**src/rtl/jump_resolve_if.sv**
```systemverilog
// Decode-to-resolve handshake bundle: instruction in, resolved jump/branch out.
interface jump_resolve_if #(
    parameter int XLEN = 32
);
    logic            in_valid;
    logic            in_ready;
    logic [31:0]     instruction_code;
    logic [XLEN-1:0] pc;
    logic [XLEN-1:0] rs1_data;
    logic [XLEN-1:0] rs2_data;
    logic            out_valid;
    logic            out_ready;
    logic [4:0]      rd;
    logic            rd_we;
    logic [XLEN-1:0] rd_wdata;
    logic            redirect;
    logic [XLEN-1:0] redirect_pc;
    logic            misaligned;
    logic            illegal;

    modport master (
        output in_valid, instruction_code, pc, rs1_data, rs2_data, out_ready,
        input  in_ready, out_valid, rd, rd_we, rd_wdata, redirect,
        input  redirect_pc, misaligned, illegal
    );

    modport slave (
        input  in_valid, instruction_code, pc, rs1_data, rs2_data, out_ready,
        output in_ready, out_valid, rd, rd_we, rd_wdata, redirect,
        output redirect_pc, misaligned, illegal
    );
endinterface

```
**src/rtl/jump_resolve_stage.sv**
```systemverilog
// Registered JAL/JALR/branch resolution with fixed-depth wrong-path squash.
module jump_resolve_stage #(
    parameter int XLEN         = 32,
    parameter int SQUASH_DEPTH = 2,
    parameter int C_EXT        = 0
) (
    input  logic            clk,
    input  logic            rst,
    input  logic            flush,
    jump_resolve_if.slave   bus
);
    localparam logic [2:0] SQ = 3'(SQUASH_DEPTH);

    typedef enum logic {RUN, SQUASH} state_t;

    state_t          state, state_n;
    logic [2:0]      sq_cnt, sq_n;
    logic            out_valid, ov_n, cap, in_ready;

    logic [4:0]      r_rd;
    logic            r_we, r_red, r_mis, r_ill;
    logic [XLEN-1:0] r_wd, r_rpc;

    logic [31:0]     ins;
    logic [6:0]      opc;
    logic [2:0]      f3;
    logic [4:0]      rd;
    logic            is_jal, is_jalr, is_br;
    logic [XLEN-1:0] imm_j, imm_i, imm_b, seq, jalr_sum, tgt;
    logic            taken, c_ill, c_xfer, c_mis, c_red, c_we;

    assign ins     = bus.instruction_code;
    assign opc     = ins[6:0];
    assign f3      = ins[14:12];
    assign rd      = ins[11:7];
    assign is_jal  = opc == 7'b1101111;
    assign is_jalr = opc == 7'b1100111;
    assign is_br   = opc == 7'b1100011;

    assign imm_j = {{(XLEN-20){ins[31]}}, ins[19:12], ins[20], ins[30:21], 1'b0};
    assign imm_i = {{(XLEN-11){ins[31]}}, ins[30:20]};
    assign imm_b = {{(XLEN-12){ins[31]}}, ins[7], ins[30:25], ins[11:8], 1'b0};

    assign seq      = bus.pc + XLEN'(4);
    assign jalr_sum = bus.rs1_data + imm_i;

    always_comb begin
        taken = 1'b0;
        case (f3)
            3'b000:  taken = bus.rs1_data == bus.rs2_data;
            3'b001:  taken = bus.rs1_data != bus.rs2_data;
            3'b100:  taken = $signed(bus.rs1_data) < $signed(bus.rs2_data);
            3'b101:  taken = $signed(bus.rs1_data) >= $signed(bus.rs2_data);
            3'b110:  taken = bus.rs1_data < bus.rs2_data;
            3'b111:  taken = bus.rs1_data >= bus.rs2_data;
            default: taken = 1'b0;
        endcase
    end

    // Non-transferring results (not-taken, illegal, pass-through) point at pc+4.
    always_comb begin
        c_ill  = 1'b0;
        c_xfer = 1'b0;
        tgt    = seq;
        unique case (1'b1)
            is_jal: begin
                c_xfer = 1'b1;
                tgt    = bus.pc + imm_j;
            end
            is_jalr: begin
                c_ill  = f3 != 3'b000;
                c_xfer = !c_ill;
                if (!c_ill) tgt = jalr_sum & ~XLEN'(1);
            end
            is_br: begin
                c_ill  = (f3 == 3'b010) || (f3 == 3'b011);
                c_xfer = !c_ill && taken;
                if (c_xfer) tgt = bus.pc + imm_b;
            end
            default: ;
        endcase
        c_mis = c_xfer && tgt[1] && (C_EXT == 0);
        c_red = c_xfer && !c_mis;
        c_we  = (is_jal || is_jalr) && !c_ill && !c_mis && (rd != 5'd0);
    end

    assign in_ready = (state == SQUASH) || !out_valid || bus.out_ready;

    always_comb begin
        state_n = state;
        sq_n    = sq_cnt;
        ov_n    = out_valid;
        cap     = 1'b0;
        if (out_valid && bus.out_ready) ov_n = 1'b0;
        if (flush) begin
            ov_n    = 1'b0;
            sq_n    = 3'd0;
            state_n = RUN;
        end else begin
            case (state)
                RUN: begin
                    if (bus.in_valid && in_ready) begin
                        cap  = 1'b1;
                        ov_n = 1'b1;
                        if (c_red) begin
                            sq_n = SQ;
                            if (SQ != 3'd0) state_n = SQUASH;
                        end
                    end
                end
                SQUASH: begin
                    if (bus.in_valid) begin
                        sq_n = sq_cnt - 3'd1;
                        if (sq_cnt == 3'd1) state_n = RUN;
                    end
                end
                default: state_n = RUN;
            endcase
        end
    end

    always_ff @(posedge clk or posedge rst) begin
        if (rst) begin
            state     <= RUN;
            sq_cnt    <= 3'd0;
            out_valid <= 1'b0;
            r_rd      <= 5'd0;
            r_we      <= 1'b0;
            r_wd      <= '0;
            r_red     <= 1'b0;
            r_rpc     <= '0;
            r_mis     <= 1'b0;
            r_ill     <= 1'b0;
        end else begin
            state     <= state_n;
            sq_cnt    <= sq_n;
            out_valid <= ov_n;
            if (cap) begin
                r_rd  <= rd;
                r_we  <= c_we;
                r_wd  <= seq;
                r_red <= c_red;
                r_rpc <= tgt;
                r_mis <= c_mis;
                r_ill <= c_ill;
            end
        end
    end

    assign bus.in_ready    = in_ready;
    assign bus.out_valid   = out_valid;
    assign bus.rd          = r_rd;
    assign bus.rd_we       = r_we;
    assign bus.rd_wdata    = r_wd;
    assign bus.redirect    = r_red;
    assign bus.redirect_pc = r_rpc;
    assign bus.misaligned  = r_mis;
    assign bus.illegal     = r_ill;
endmodule
```
**src/flat_wrapper.sv**
```systemverilog
// flat-port wrapper written by rule: the top's interface ports become plain ports
module jump_resolve_stage_flat 
#(
    parameter int XLEN         = 32,
    parameter int SQUASH_DEPTH = 2,
    parameter int C_EXT        = 0
)
  (clk, rst, flush, bus_in_valid, bus_instruction_code, bus_pc, bus_rs1_data, bus_rs2_data, bus_out_ready, bus_in_ready, bus_out_valid, bus_rd, bus_rd_we, bus_rd_wdata, bus_redirect, bus_redirect_pc, bus_misaligned, bus_illegal);
  jump_resolve_if #(.XLEN(XLEN)) bus_i ();
  input  logic clk;
  input  logic rst;
  input  logic flush;
  input wire logic [$bits(bus_i.in_valid)-1:0] bus_in_valid;
  input wire logic [$bits(bus_i.instruction_code)-1:0] bus_instruction_code;
  input wire logic [$bits(bus_i.pc)-1:0] bus_pc;
  input wire logic [$bits(bus_i.rs1_data)-1:0] bus_rs1_data;
  input wire logic [$bits(bus_i.rs2_data)-1:0] bus_rs2_data;
  input wire logic [$bits(bus_i.out_ready)-1:0] bus_out_ready;
  output wire logic [$bits(bus_i.in_ready)-1:0] bus_in_ready;
  output wire logic [$bits(bus_i.out_valid)-1:0] bus_out_valid;
  output wire logic [$bits(bus_i.rd)-1:0] bus_rd;
  output wire logic [$bits(bus_i.rd_we)-1:0] bus_rd_we;
  output wire logic [$bits(bus_i.rd_wdata)-1:0] bus_rd_wdata;
  output wire logic [$bits(bus_i.redirect)-1:0] bus_redirect;
  output wire logic [$bits(bus_i.redirect_pc)-1:0] bus_redirect_pc;
  output wire logic [$bits(bus_i.misaligned)-1:0] bus_misaligned;
  output wire logic [$bits(bus_i.illegal)-1:0] bus_illegal;
  assign bus_i.in_valid = bus_in_valid;
  assign bus_i.instruction_code = bus_instruction_code;
  assign bus_i.pc = bus_pc;
  assign bus_i.rs1_data = bus_rs1_data;
  assign bus_i.rs2_data = bus_rs2_data;
  assign bus_i.out_ready = bus_out_ready;
  assign bus_in_ready = bus_i.in_ready;
  assign bus_out_valid = bus_i.out_valid;
  assign bus_rd = bus_i.rd;
  assign bus_rd_we = bus_i.rd_we;
  assign bus_rd_wdata = bus_i.rd_wdata;
  assign bus_redirect = bus_i.redirect;
  assign bus_redirect_pc = bus_i.redirect_pc;
  assign bus_misaligned = bus_i.misaligned;
  assign bus_illegal = bus_i.illegal;
  jump_resolve_stage #(.XLEN(XLEN), .SQUASH_DEPTH(SQUASH_DEPTH), .C_EXT(C_EXT)) u_core (.clk(clk), .rst(rst), .flush(flush), .bus(bus_i));
endmodule
```
**config.mk**
```make
export PLATFORM = sky130hd
export DESIGN_NAME = jump_resolve_stage_flat
export DESIGN_NICKNAME = d
export VERILOG_FILES = /design/src/rtl/jump_resolve_if.sv /design/src/rtl/jump_resolve_stage.sv /design/src/flat_wrapper.sv
export SDC_FILE = /design/constraint.sdc
export NUM_CORES = 1
export LEC_CHECK = 0
export CORE_MARGIN = 3
export CORE_UTILIZATION = 45
export CTS_CLUSTER_DIAMETER = 150
export DETAILED_ROUTE_END_ITERATION = 8
export GPL_TIMING_DRIVEN = 0
export HOLD_SLACK_MARGIN = 0.12
export PLACE_DENSITY = 0.69
export SYNTH_ARGS = -nofsm -noshare
export SYNTH_HDL_FRONTEND = slang
export SYNTH_SLANG_ARGS = --single-unit
```
**constraint.sdc**
```tcl
create_clock -name clk -period 6.1 [get_ports clk]
set_clock_uncertainty 0.1 [all_clocks]
set_input_delay 1.22 -clock clk [delete_from_list [all_inputs] [get_ports clk]]
set_output_delay 1.22 -clock clk [all_outputs]
set_load 0.01 [all_outputs]
```
==> flow_summary.json <==
{
  "status": "complete, no violations",
  "p_sw_frac": 0.370,
  "synth_mux_area_frac": 0.00231,
  "drv_cap": 0,
  "drt_first_iter_violations": 878,
  "netlist_area_um2": 9190,
  "cp-end-kind": "register",
  "rows": 51,
  "fin_cells": 1699,
  "clock_path_buffers": 2,
  "vias": 9966,
  "core_area_um2": 19800,
  "final-hold-violation-count": 0,
  "drt-wirelength-per-cell_um": 19.8,
  "synthXorXnorAreaFrac": 0.0896,
  "dp_slack_ns": 0.524,
  "final_common_cell": "clkdlybuf4s50_1",
  "ctsHtreeMaxLevel": 3,
  "synth_cell_types": 82,
  "switching_power_uw": 811,
  "crit_fanout": 6,
  "grt_pass1_vias": 9186,
  "antenna_found_initial": 0,
  "critPathRequiredTime_ns": 6.20,
  "clk_pin_slew_worst_paths_ns": 0.06,
  "crit_type": "input pin to register",
  "setup_viol": 0,
  "avgSynthCellArea_um2": 7.60,
  "port_buffers": 206,
  "crit_start": "bus_pc[1]",
  "startpoint_type": "input pin",
  "p_leak_uw": 0.00512,
  "syn_nets": 1453,
  "drive_gt1_frac": 0.0404,
  "antenna_cells": 0,
  "worst_r2r_endpoint": "u_core.bus.redirect_pc[9]",
  "dp_cells": 1683,
  "clk_latency_ns": 0.34,
  "drt-total-wl_mm": 33.6,
  "clock_sinks": 78,
  "tightest_slew_ns": 1.02,
  "ir_drop_mv": 0.107,
  "initial_utilization": 0.465,
  "grt.overflow.total": 0,
  "antenna_left": 0,
  "min_delay_path_depth": 2,
  "grt_pass1_wl_mm": 51.5,
  "min_path_type": "register to register",
  "synth_top_family_by_area": "compound AO/OA/AOI/OAI gates",
  "io_pins": 208,
  "yosys.area_share.simple": 0.214,
  "cts_root_buffer": "clkbuf_16",
  "synthAdderAreaFrac": 0.154,
  "ys_ff_latch": 78,
  "drtPass1Iterations": 5,
  "mostFrequentLayoutCells": "clkdlybuf4s50_1, nand2_1, ha_1, a21oi_1, nor2_1",
  "synth-async-reset-ratio": 1.00,
  "r2r_cells": 9,
  "cp_data_arrival_time_ns": 5.47,
  "grt_max_degree": 67,
  "cts_made_buffers": 9,
  "dieWidth_um": 149,
  "syn_inst": 1209,
  "ys_seq_area_frac": 0.212,
  "internal_power_uw": 1380,
  "area_growth_pct": 29.8,
  "nets": 1673,
  "routabilityCongestion": 0.979,
  "p_comb_frac": 0.459,
  "p_clk_frac": 0.247,
  "synth_edf_count": 0,
  "final_area_um2": 11900,
  "pwr-share-seq": 0.293,
  "p_per_area_nw_per_um2": 184,
  "final.setup.worst_slack_ns": 0.733,
  "die_h_um": 149,
  "synth_compound_area_frac": 0.284,
  "max_slew_margin": 0.314,
  "post_cts_resized": 0,
  "finalSetupTns_ns": 0,
  "final-max-slew-violation-count": 0,
  "utilization": 0.603,
  "rsz0062_at_grt": "false",
  "die_area_um2": 22200,
  "r2r-start": "u_core.state",
  "dp.final_hpwl_mm": 27.8,
  "r2r_setup_slack_ns": 2.58,
  "worstHoldStart": "u_core.bus.rd_wdata[24]",
  "post_cts_buffers": 0,
  "min_period_over_period": 0.880,
  "groute.usage.overall": 0.295,
  "period_minus_slack_ns": 5.37,
  "ys.flop_type": "dfrtp_1",
  "viasPerCell": 5.87,
  "dpl_cell_area_um2": 11600,
  "min_to": "u_core.bus.rd_wdata[24]",
  "cts_tree": "done",
  "max_clock_freq_ghz": 0.186,
  "hold_buffers": 0,
  "yosys_warnings": 0,
  "drcViolationCount": 0
}
[metal layers]
metal | track usage | share of wire
met1 | 0.437 | 0.46
met2 | 0.447 | 0.43
met3 | 0.0538 | 0.10
met4 | 0.0632 | 0.017
met5 | 0 | 0
[how the worst max path moves through the flow]
stage               slack [ns]  cells past startpoint                         end
finish                    0.73                     12  u_core.bus.redirect_pc[23]
global route              0.54                     12  u_core.bus.redirect_pc[23]
CTS                       0.84                     12  u_core.bus.redirect_pc[23]
detailed placement        0.52                     12  u_core.bus.redirect_pc[23]
global placement         -0.20                     12  u_core.bus.redirect_pc[30]
floorplan                 1.86                     11  u_core.bus.redirect_pc[23]
[worst max-delay path: stages]
cell,delay (ns)
clkdlybuf4s50_1,0.64
ha_1,0.37
fa_1,0.43
a211oi_1,0.33
o21ai_0,0.20
a21oi_1,0.43
o311ai_0,0.26
a21oi_1,0.34
o21ai_0,0.28
a221o_1,0.36
a222oi_1,0.50
o21ai_1,0.10
[sequential cells by signal (all words and copies together), names as in the netlist]
| register | flops |
|---|---|
| u_core.bus.rd_wdata | 32 |
| u_core.bus.redirect_pc | 32 |
| u_core.bus.rd | 5 |
| u_core.sq_cnt | 3 |
| u_core.bus.illegal | 1 |
| u_core.bus.misaligned | 1 |
| u_core.bus.out_valid | 1 |
| u_core.bus.rd_we | 1 |
| u_core.bus.redirect | 1 |
| u_core.state | 1 |
[cell type report]
cell class	instances	area, um2
sequential	78	1950
clock inverter	6	71.3
inverter	63	244
multi-input combinational	1029	6830
clock buffer	10	229
timing repair buffer	209	2100
fill	1881	7850
buffer	39	171
tap	265	332
[synthesized netlist by cell type, drive strengths merged (3+ instances only)]
master / number / area (um2)
a211oi: 16 / 125
a2111oi: 7 / 81.3
a21o: 29 / 218
o21a: 11 / 82.6
ha: 108 / 1350
buf: 14 / 77.6
nand4: 20 / 138
a221o: 5 / 50.1
a31oi: 28 / 175
o31ai: 10 / 80.1
and2: 4 / 25.0
a211o: 4 / 35.0
or4: 5 / 45.0
nor3: 27 / 135
o211ai: 10 / 75.1
nor2: 91 / 344
nor4: 8 / 50.1
a222oi: 3 / 30.0
or2: 7 / 43.8
a41oi: 3 / 26.3
dfrtp: 78 / 1950
inv: 63 / 241
and3: 16 / 101
o22ai: 9 / 70.1
nand2: 182 / 683
o21ai: 91 / 463
a21oi: 107 / 536
o311ai: 3 / 26.3
and4: 4 / 35.0
a22oi: 10 / 75.1
nand2b: 7 / 43.8
nand3: 37 / 195
a221oi: 16 / 140
xor2: 39 / 342
or3: 6 / 37.5
o21bai: 10 / 75.1
fa: 3 / 60.1
xnor2: 55 / 482
nor2b: 9 / 56.3
clkbuf: 25 / 93.8
[kinds of logic after synthesis]
| logic type | Yosys count |
|---|---|
| xor+xnor | 94 |
| flops | 78 |
| simple gates | 427 |
| fa+ha+maj | 111 |
| compound gates | 395 |
| mux | 2 |
| buf+inv | 102 |
[metrics by stage]
step,power (uW),hold slack [ns]
final,2190,0.373
after global placement,1630,0.358
after detailed placement,1640,0.364
after floorplan,1190,0.414
after CTS,2180,0.379
after global routing,2320,0.392
[power by group through the flow]
| stage | clock (uW) | combinational, uW | sequential [uW] |
|---|---|---|---|
| after global routing | 570 | 1100 | 649 |
| final | 542 | 1010 | 642 |
| after floorplan | 0 | 518 | 675 |
| after CTS | 547 | 995 | 641 |
| after detailed placement | 0 | 991 | 649 |
| after global placement | 0 | 980 | 647 |
No activity file was read; power rests on OpenSTA's default activity.
